--- config.mk ---
export PLATFORM = sky130hd
export DESIGN_NAME = gshare_predictor_flat
export DESIGN_NICKNAME = d
export VERILOG_FILES = /design/src/rtl/gshare_predictor_if.sv /design/src/rtl/gshare_predictor.sv /design/src/flat_wrapper.sv
export SDC_FILE = /design/constraint.sdc
export NUM_CORES = 2
export LEC_CHECK = 0
export CAP_MARGIN = 10
export CORE_UTILIZATION = 55
export DETAILED_ROUTE_END_ITERATION = 8
export PLACE_DENSITY_LB_ADDON = 0.05
export SLEW_MARGIN = 20
export SYNTH_ARGS = -nofsm -noshare
export SYNTH_HDL_FRONTEND = slang
export SYNTH_SLANG_ARGS = --single-unit
export TNS_END_PERCENT = 100
--- constraint.sdc ---
create_clock -name clk -period 31.7 [get_ports clk]
set_clock_uncertainty 0.2 [all_clocks]
set_input_delay 6.34 -clock clk [delete_from_list [all_inputs] [get_ports clk]]
set_output_delay 6.34 -clock clk [all_outputs]
set_load 0.01 [all_outputs]
--- src/rtl/gshare_predictor_if.sv ---
// Fetch/resolve bus between the pipeline and the gshare branch predictor.
// The pipeline drives requests as master; the predictor answers as slave.
interface gshare_predictor_if #(
  parameter int HR_WIDTH  = 8,
  parameter int CTR_WIDTH = 2
);
  logic                 predict_en;
  logic [31:0]          predict_pc;
  logic                 predict_taken;
  logic [CTR_WIDTH-1:0] predict_count;
  logic [HR_WIDTH-1:0]  predict_ghr;

  logic                 resolve_en;
  logic [31:0]          resolve_pc;
  logic [HR_WIDTH-1:0]  resolve_ghr;
  logic                 resolve_taken;
  logic                 resolve_mispredict;

  modport master (
    output predict_en, predict_pc,
    output resolve_en, resolve_pc, resolve_ghr, resolve_taken, resolve_mispredict,
    input  predict_taken, predict_count, predict_ghr
  );

  modport slave (
    input  predict_en, predict_pc,
    input  resolve_en, resolve_pc, resolve_ghr, resolve_taken, resolve_mispredict,
    output predict_taken, predict_count, predict_ghr
  );
endinterface

--- src/rtl/gshare_predictor.sv ---
// Gshare branch predictor: PC xor speculative global history indexes a table of
// saturating counters, with snapshot-based history repair and an init sweep.
module gshare_predictor #(
  parameter int INDEX_WIDTH = 10,
  parameter int HR_WIDTH    = 8,
  parameter int CTR_WIDTH   = 2,
  parameter int CTR_INIT    = 1,
  parameter int STAT_WIDTH  = 16
) (
  input  logic                  clk,
  input  logic                  rst_n,
  input  logic                  PL_stall,
  input  logic                  table_clear,
  output logic                  ready,
  gshare_predictor_if.slave     bp,
  output logic [STAT_WIDTH-1:0] stat_predicts,
  output logic [STAT_WIDTH-1:0] stat_mispredicts
);

  localparam int ENTRIES = 2 ** INDEX_WIDTH;
  localparam logic [CTR_WIDTH-1:0]  CTR_MAX  = '1;
  localparam logic [STAT_WIDTH-1:0] STAT_MAX = '1;

  typedef enum logic {INIT, RUN} state_t;

  state_t                 state_q, state_d;
  logic [INDEX_WIDTH-1:0] init_ptr;
  logic [HR_WIDTH-1:0]    ghr;
  logic [CTR_WIDTH-1:0]   pht [ENTRIES];

  logic [INDEX_WIDTH-1:0] pred_idx, res_idx;
  logic [CTR_WIDTH-1:0]   pred_ctr, res_ctr, trained_ctr;
  logic                   running, active;
  logic                   do_repair, do_shift, do_train;

  function automatic logic [INDEX_WIDTH-1:0] hash_index(input logic [31:0] pc,
                                                        input logic [HR_WIDTH-1:0] h);
    logic [INDEX_WIDTH-1:0] ext;
    ext = '0;
    ext[HR_WIDTH-1:0] = h;
    return pc[INDEX_WIDTH+1:2] ^ ext;
  endfunction

  // Shift works for any HR_WIDTH including 1, without a negative slice.
  function automatic logic [HR_WIDTH-1:0] shift_in(input logic [HR_WIDTH-1:0] h,
                                                   input logic b);
    logic [HR_WIDTH-1:0] s;
    s    = h << 1;
    s[0] = b;
    return s;
  endfunction

  assign pred_idx  = hash_index(bp.predict_pc, ghr);
  assign res_idx   = hash_index(bp.resolve_pc, bp.resolve_ghr);
  assign pred_ctr  = pht[pred_idx];
  assign res_ctr   = pht[res_idx];

  assign running   = (state_q == RUN);
  assign active    = running & ~table_clear;
  assign do_repair = active & bp.resolve_en & bp.resolve_mispredict;
  assign do_shift  = active & bp.predict_en & ~PL_stall & ~bp.resolve_mispredict;
  assign do_train  = active & bp.resolve_en;

  always_comb begin
    trained_ctr = res_ctr;
    if (bp.resolve_taken) begin
      if (res_ctr != CTR_MAX) trained_ctr = res_ctr + CTR_WIDTH'(1);
    end else begin
      if (res_ctr != '0) trained_ctr = res_ctr - CTR_WIDTH'(1);
    end
  end

  always_comb begin
    state_d          = state_q;
    ready            = 1'b0;
    bp.predict_count = '0;
    bp.predict_taken = 1'b0;
    bp.predict_ghr   = '0;
    case (state_q)
      INIT: begin
        if (init_ptr == '1) state_d = RUN;
      end
      RUN: begin
        ready            = 1'b1;
        bp.predict_count = pred_ctr;
        bp.predict_taken = pred_ctr[CTR_WIDTH-1];
        bp.predict_ghr   = ghr;
        if (table_clear) state_d = INIT;
      end
      default: state_d = INIT;
    endcase
  end

  // Table contents carry no reset; the sweep is the only way they become defined.
  always_ff @(posedge clk) begin
    if (state_q == INIT) begin
      pht[init_ptr] <= CTR_WIDTH'(CTR_INIT);
    end else if (do_train) begin
      pht[res_idx] <= trained_ctr;
    end
  end

  always_ff @(posedge clk or negedge rst_n) begin
    if (!rst_n) begin
      state_q          <= INIT;
      init_ptr         <= '0;
      ghr              <= '0;
      stat_predicts    <= '0;
      stat_mispredicts <= '0;
    end else begin
      state_q <= state_d;
      if (state_q == INIT) begin
        init_ptr <= init_ptr + INDEX_WIDTH'(1);
        ghr      <= '0;
      end else if (table_clear) begin
        init_ptr <= '0;
        ghr      <= '0;
      end else if (do_repair) begin
        ghr <= shift_in(bp.resolve_ghr, bp.resolve_taken);
      end else if (do_shift) begin
        ghr <= shift_in(ghr, pred_ctr[CTR_WIDTH-1]);
      end

      if (do_repair && stat_mispredicts != STAT_MAX)
        stat_mispredicts <= stat_mispredicts + STAT_WIDTH'(1);
      if (do_shift && stat_predicts != STAT_MAX)
        stat_predicts <= stat_predicts + STAT_WIDTH'(1);
    end
  end

endmodule

--- src/flat_wrapper.sv ---
// flat-port wrapper written by rule: the top's interface ports become plain ports
module gshare_predictor_flat 
#(
  parameter int INDEX_WIDTH = 10,
  parameter int HR_WIDTH    = 8,
  parameter int CTR_WIDTH   = 2,
  parameter int CTR_INIT    = 1,
  parameter int STAT_WIDTH  = 16
)
  (clk, rst_n, PL_stall, table_clear, ready, stat_predicts, stat_mispredicts, bp_predict_en, bp_predict_pc, bp_resolve_en, bp_resolve_pc, bp_resolve_ghr, bp_resolve_taken, bp_resolve_mispredict, bp_predict_taken, bp_predict_count, bp_predict_ghr);
  gshare_predictor_if #(.HR_WIDTH(HR_WIDTH), .CTR_WIDTH(CTR_WIDTH)) bp_i ();
  input  logic clk;
  input  logic rst_n;
  input  logic PL_stall;
  input  logic table_clear;
  output logic ready;
  output logic [STAT_WIDTH-1:0] stat_predicts;
  output logic [STAT_WIDTH-1:0] stat_mispredicts;
  input wire logic [$bits(bp_i.predict_en)-1:0] bp_predict_en;
  input wire logic [$bits(bp_i.predict_pc)-1:0] bp_predict_pc;
  input wire logic [$bits(bp_i.resolve_en)-1:0] bp_resolve_en;
  input wire logic [$bits(bp_i.resolve_pc)-1:0] bp_resolve_pc;
  input wire logic [$bits(bp_i.resolve_ghr)-1:0] bp_resolve_ghr;
  input wire logic [$bits(bp_i.resolve_taken)-1:0] bp_resolve_taken;
  input wire logic [$bits(bp_i.resolve_mispredict)-1:0] bp_resolve_mispredict;
  output wire logic [$bits(bp_i.predict_taken)-1:0] bp_predict_taken;
  output wire logic [$bits(bp_i.predict_count)-1:0] bp_predict_count;
  output wire logic [$bits(bp_i.predict_ghr)-1:0] bp_predict_ghr;
  assign bp_i.predict_en = bp_predict_en;
  assign bp_i.predict_pc = bp_predict_pc;
  assign bp_i.resolve_en = bp_resolve_en;
  assign bp_i.resolve_pc = bp_resolve_pc;
  assign bp_i.resolve_ghr = bp_resolve_ghr;
  assign bp_i.resolve_taken = bp_resolve_taken;
  assign bp_i.resolve_mispredict = bp_resolve_mispredict;
  assign bp_predict_taken = bp_i.predict_taken;
  assign bp_predict_count = bp_i.predict_count;
  assign bp_predict_ghr = bp_i.predict_ghr;
  gshare_predictor #(.INDEX_WIDTH(INDEX_WIDTH), .HR_WIDTH(HR_WIDTH), .CTR_WIDTH(CTR_WIDTH), .CTR_INIT(CTR_INIT), .STAT_WIDTH(STAT_WIDTH)) u_core (.clk(clk), .rst_n(rst_n), .PL_stall(PL_stall), .table_clear(table_clear), .ready(ready), .bp(bp_i), .stat_predicts(stat_predicts), .stat_mispredicts(stat_mispredicts));
endmodule
## Yosys cells after proc, flatten, opt, wreduce, memory -nomap -nowiden

Memories as Yosys holds them, arrays and structs flattened.
Cells that the tools add are included.

| word-level totals | value |
|---|---|
| bits in writable memories | 2,048 |
| bits of input ports | 80 |
| memories | 1 |
| register bits after elaboration | 51 |
| logic and storage cells | 56 |

| operators by class | value |
|---|---|
| bitwise gates (word level) | 12 |
| eq/ne operators | 6 |
| reduce and logical (&&, ||, !) cells | 4 |
| add/subtract/negate cells | 5 |
| mux-type cells | 23 |

Memory list:

| name | words | bits a word | read ports | clocked after Yosys merged registers in | write ports | RTL line | RTL |
|---|---|---|---|---|---|---|---|
| u_core.pht | 1,024 | 2 | 2 | 0 | 1 | gshare_predictor.sv:29 | `logic [CTR_WIDTH-1:0] pht [ENTRIES];` |

Operators with widths:

| kind | number |
|---|---|
| $mux W8 | 5 |
| $add A16 B1 Y16 const B | 2 |
| $ne A16 B16 Y1 const B | 2 |
| $mux W10 | 3 |
| $xor A10 B8 Y10 | 2 |
| $add A10 B1 Y10 const B | 1 |
| $eq A10 B10 Y1 const B | 1 |
| $mux W2 | 5 |
| $mux W1 | 9 |
| $and A1 B1 Y1 | 6 |
| $ne A2 B2 Y1 const B | 2 |
| $ne A4 B4 Y1 const B | 1 |
| $not A1 Y1 | 4 |
| $add A2 B1 Y2 const B | 1 |
| $logic_and A1 B1 Y1 | 2 |
| $pmux W1 S2 | 1 |
| $reduce_bool A2 Y1 | 1 |
| $reduce_or A2 Y1 | 1 |
| $sub A2 B1 Y2 const B | 1 |

## Longest topological paths before layout

| logic depth | value |
|---|---|
| word-level depth | 9 |
| depth in mapped cells | 17 |
| mapped depth without buffers | 10 |

## Worst setup path after synthesis

Ideal clock, no wire load.

| path | value |
|---|---|
| path kind | input port to flip-flop |
| from | input port bp_resolve_ghr[0] |
| to | memory u_core.pht[0][0] (data pin) |
| path buffers | 1 |
| path slack | -7.419 ns |
| data required time | 26.292 ns |
| cell stages on the path | 10 |
| setup time | 5.208 ns |
| arrival time | 33.710 ns |
| cells stage by stage | xor2_4 -> buf_12 -> mux4_1 -> a221oi_1 -> a31oi_1 -> or4_1 -> nor4_1 -> or4_1 -> a31oi_1 -> o21ai_1 |

| between the ends | value |
|---|---|
| longest elaborated chain between the ends | 6 |
| elaborated cells on any way between the ends | 10 |
| classes of those cells | 2 x add/sub; 1 x eq/ne; 4 x mux; 1 x bitwise; 1 x reduce/logical; 1 x memory |

Ends and longest elaborated chain:

| item | RTL line | RTL |
|---|---|---|
| start, declared | flat_wrapper.sv:23 | `input wire logic [$bits(bp_i.resolve_ghr)-1:0] bp_resolve_ghr;` |
| $xor A10 B8 Y10 (*) | gshare_predictor.sv:41 | `return pc[INDEX_WIDTH+1:2] ^ ext;` |
| $mem_v2 Z1024 W2 (*) | n/a |  |
| $sub A2 B1 Y2, or another cell as far along | gshare_predictor.sv:69 | `if (res_ctr != '0) trained_ctr = res_ctr - CTR_WIDTH'(1);` |
| $mux W2, on equally long branches | gshare_predictor.sv:69, gshare_predictor.sv:67 |  |
| $mux W2 (*) | gshare_predictor.sv:66 | `if (bp.resolve_taken) begin` |
| $mux W2 (no source line) (*) | n/a |  |
| end, declared | gshare_predictor.sv:29 |  |

Every way passes the cells marked *; elsewhere a longest branch is shown, timed or not.

## Worst setup path in the final report

| path | value |
|---|---|
| from | input port bp_predict_pc[2] |
| to | output port bp_predict_count[1] |

| between the ends | value |
|---|---|
| longest elaborated chain between the ends | 3 |

Ends and longest elaborated chain:

| item | RTL line | RTL |
|---|---|---|
| start, declared | flat_wrapper.sv:20 | `input wire logic [$bits(bp_i.predict_pc)-1:0] bp_predict_pc;` |
| $xor A10 B8 Y10 | gshare_predictor.sv:41 |  |
| $mem_v2 Z1024 W2 | n/a |  |
| $mux W2 | gshare_predictor.sv:79 | `case (state_q)` |
| end, declared | flat_wrapper.sv:27 | `output wire logic [$bits(bp_i.predict_count)-1:0] bp_predict_count;` |

Every way passes these cells.

==> flow_summary.ini <==
[synthesis]
synthArstFlopShare_pct = 2.430
synth_ff_type = edfxtp_1
synth_area_leader_cell = edfxtp_1
synth_area_leaders = edfxtp_1 (60%), mux4_2 (21%), nor2_1 (4.0%)
syn_area_per_cell_sq_um = 16.28
synth_warnings = 0
syn_inst = 6299
synthDistinctLibCells = 71
synth_edf_count = 2048
synth.most_common_cell = edfxtp_1
synth_seq_area_share_pct = 61.22
yosys.area.top_type_share_pct = 59.97
ys_ff_latch = 2099
synth_common_cells = edfxtp_1 (2048), nor2_1 (1080), mux4_2 (965), nand2_1 (483), clkbuf_1 (259)
syn_area_sq_mm = 0.1025
mappedNetlistNets = 6382

[min_path]
hold_path_class = reg2reg
worstHoldEndpoint = u_core.stat_mispredicts[10]
min_from = u_core.stat_mispredicts[10]
min_path_cells = 1

[layout]
nNetsFinal = 6353
regArea_sq_mm = 0.06278
multi_input_area_sq_mm = 0.03741
syn_to_final_growth_pct = 10.36
drive_above_1_share_pct = 25.23
fillCellCount = 13794
finalNonFillerCells = 8939

[sta]
fmax_mhz = 46.51
slew_viol_final = 0
rsz0062_at_grt = false
holdWs_ns = 0.2834
period_minus_slack_ns = 21.50
finalHoldViolations = 0
max-slew-margin-rel_pct = 12.23
tightest_slew_ns = 1.283
min_period_over_period_pct = 67.82
setup_tns_ns = 0
setup_violations = 0

[drt]
wire_per_inst_microns = 40.28
vias_per_cell = 7.458
ant_nets = 0
routed_wirelength_mm = 360.0
firstDrtPassIters = 8
via_count = 66663
drt_iter0_drc = 11070
drc = 0

[die]
io-pin-count = 124
dieWidth_microns = 433.8
initial_core_util_pct = 55.36
die_h_microns = 433.8
rows = 158
fp.dieArea_sq_mm = 0.1882
design.core.area_sq_mm = 0.1852

[clock_network]
path_clk_slew_ns = 0.06
clk_path_buf_depth = 3
cts_buffers = 216
clock_latency_ns = 0.90
htree_levels = 4
hold_buffers = 0
postCtsSetupBuffers = 0
cts_sinks = 2099
cts_tree = built
cts_resized = 0
ctsRootBufferMaster = clkbuf_16

[critical_path]
critPathTopFamily = buffers and inverters
crit_required_ns = 25.16
crit_top_cell = buf_4
cp-start-kind = input port
timing.rr.start = u_core.ghr[0]
path_class = in2out
critical_path_peak_fanout = 43
critPathMaxStageDelay_ns = 1.17
critPathSlowestCell = a2111oi_0
reg2reg_depth = 13
critical_path_arrival_ns = 14.96
worst_r2r_endpoint = u_core.ghr[0]
critPathBufInv = 6
worstSetupEndpointType = output port
r2r_slack_ns = 23.32
worstPathCellList = clkdlybuf4s50_1 -> xor2_4 -> buf_4 -> buf_4 -> buf_4 -> buf_4 -> mux4_2 -> a22o_1 -> a221oi_1 -> a31oi_1 -> a2111oi_0 -> o2111ai_1 -> nand4_1 -> nor2_1 -> clkdlybuf4s50_1

[global_route]
grt_pass1_vias = 64401
track_usage_pct = 38.61
grt_pass1_wl_mm = 498.0
grt_antenna_before_repair = 28
overflow = 0
grt_max_degree = 263

[power]
p_total_mw = 6.618
seq_power_share_pct = 46.0
irDropWorstVdd_mv = 0.05796
power_leakage_nw = 37.63
p_int_mw = 4.770
power_switching_mw = 1.848
p_clk_share_pct = 39.4
powerDensity_mw_per_mm2 = 58.48
pwr-share-comb_pct = 14.6
swShare_pct = 27.93

[status]
status = finished, final reports clean

[placement]
port-buffer-count = 79
hpwl_mm = 214.5
place.gp.congestion = 0.9317
placed_cells = 8531

[run]
max-cap-violations = 0
-- flip-flops by register name (all words and copies together), names as in the netlist --
register and cells:
u_core.ghr 8, u_core.init_ptr 10, u_core.pht 2048, u_core.running 1, u_core.stat_mispredicts 16, u_core.stat_predicts 16
-- cells by family after synthesis --
group / synth area share [%]
muxes: 23.48
adders and majority gates: 0.03661
AOI/OAI and AO/OA: 3.534
buffers and inverters: 3.113
DFF: 61.22
and+or+nand+nor: 8.058
xor gates and xnor gates: 0.5649
-- power groups by stage --
stage / Sequential, mW / Clock (mW) / Combinational, mW
3_5_place_dp: 3.10 / 0 / 0.931
4_1_cts: 3.04 / 2.62 / 0.933
2_1_floorplan: 3.09 / 0 / 0.501
5_1_grt: 3.04 / 2.72 / 0.967
3_3_place_gp: 3.10 / 0 / 0.927
6_report: 3.04 / 2.61 / 0.967
-- layout by cell type, fill, tap and decap left out, types with 48 or more instances in the layout --
master           instances
clkdlybuf4s50_1         78
nand3_1                201
nor2_1                1068
dfrtp_1                 51
a21oi_1                 73
mux4_1                  74
clkinv_1                48
buf_4                  203
nand2_1                454
a22oi_1                192
nand4_1                 87
edfxtp_1              2048
mux4_2                 965
clkbuf_16              219
-- how the worst max path moves through the flow --
stage / start / endpoint / cells past startpoint
after floorplan: bp_resolve_ghr[0] / u_core.pht[0][0] / 10
after global placement: bp_predict_pc[2] / bp_predict_count[0] / 16
after detailed placement: bp_predict_pc[2] / bp_predict_count[0] / 16
after CTS: bp_predict_pc[2] / bp_predict_count[0] / 16
after global routing: bp_predict_pc[2] / bp_predict_count[0] / 16
final: bp_predict_pc[2] / bp_predict_count[1] / 15
-- routing by layer --
metal	up-vias	part of all wire, %	GRT usage (%)	routed length (microns)
li1	25547	-	-	-
met1	35135	36	53.21	128700
met2	5002	44	55.06	157200
met3	953	14	11.93	51450
met4	26	6.3	21.17	22510
met5	-	0.047	0.5204	171
-- final cells by class --
type | count | share of cell area, %
multi-input cells | 3643 | 33.06
repair buffers | 302 | 2.378
clock buffers | 255 | 4.962
diodes | 11 | 0.02432
clock inverters | 141 | 1.340
flip-flops and latches | 2099 | 55.47
well taps | 2480 | 2.742
inverters | 8 | 0.02653
-- per-stage QoR --
step / setup WS, ns / util [%] / cell area (sq um)
floorplan: 5.155 / - / 102600
global placement: 10.54 / 57.18 / 105900
detailed placement: 10.43 / 57.20 / 106000
CTS: 10.42 / 61.05 / 113100
global route: 10.02 / 61.08 / 113100
finish: 10.20 / 61.09 / 113200
No activity file was read; power rests on OpenSTA's default activity.
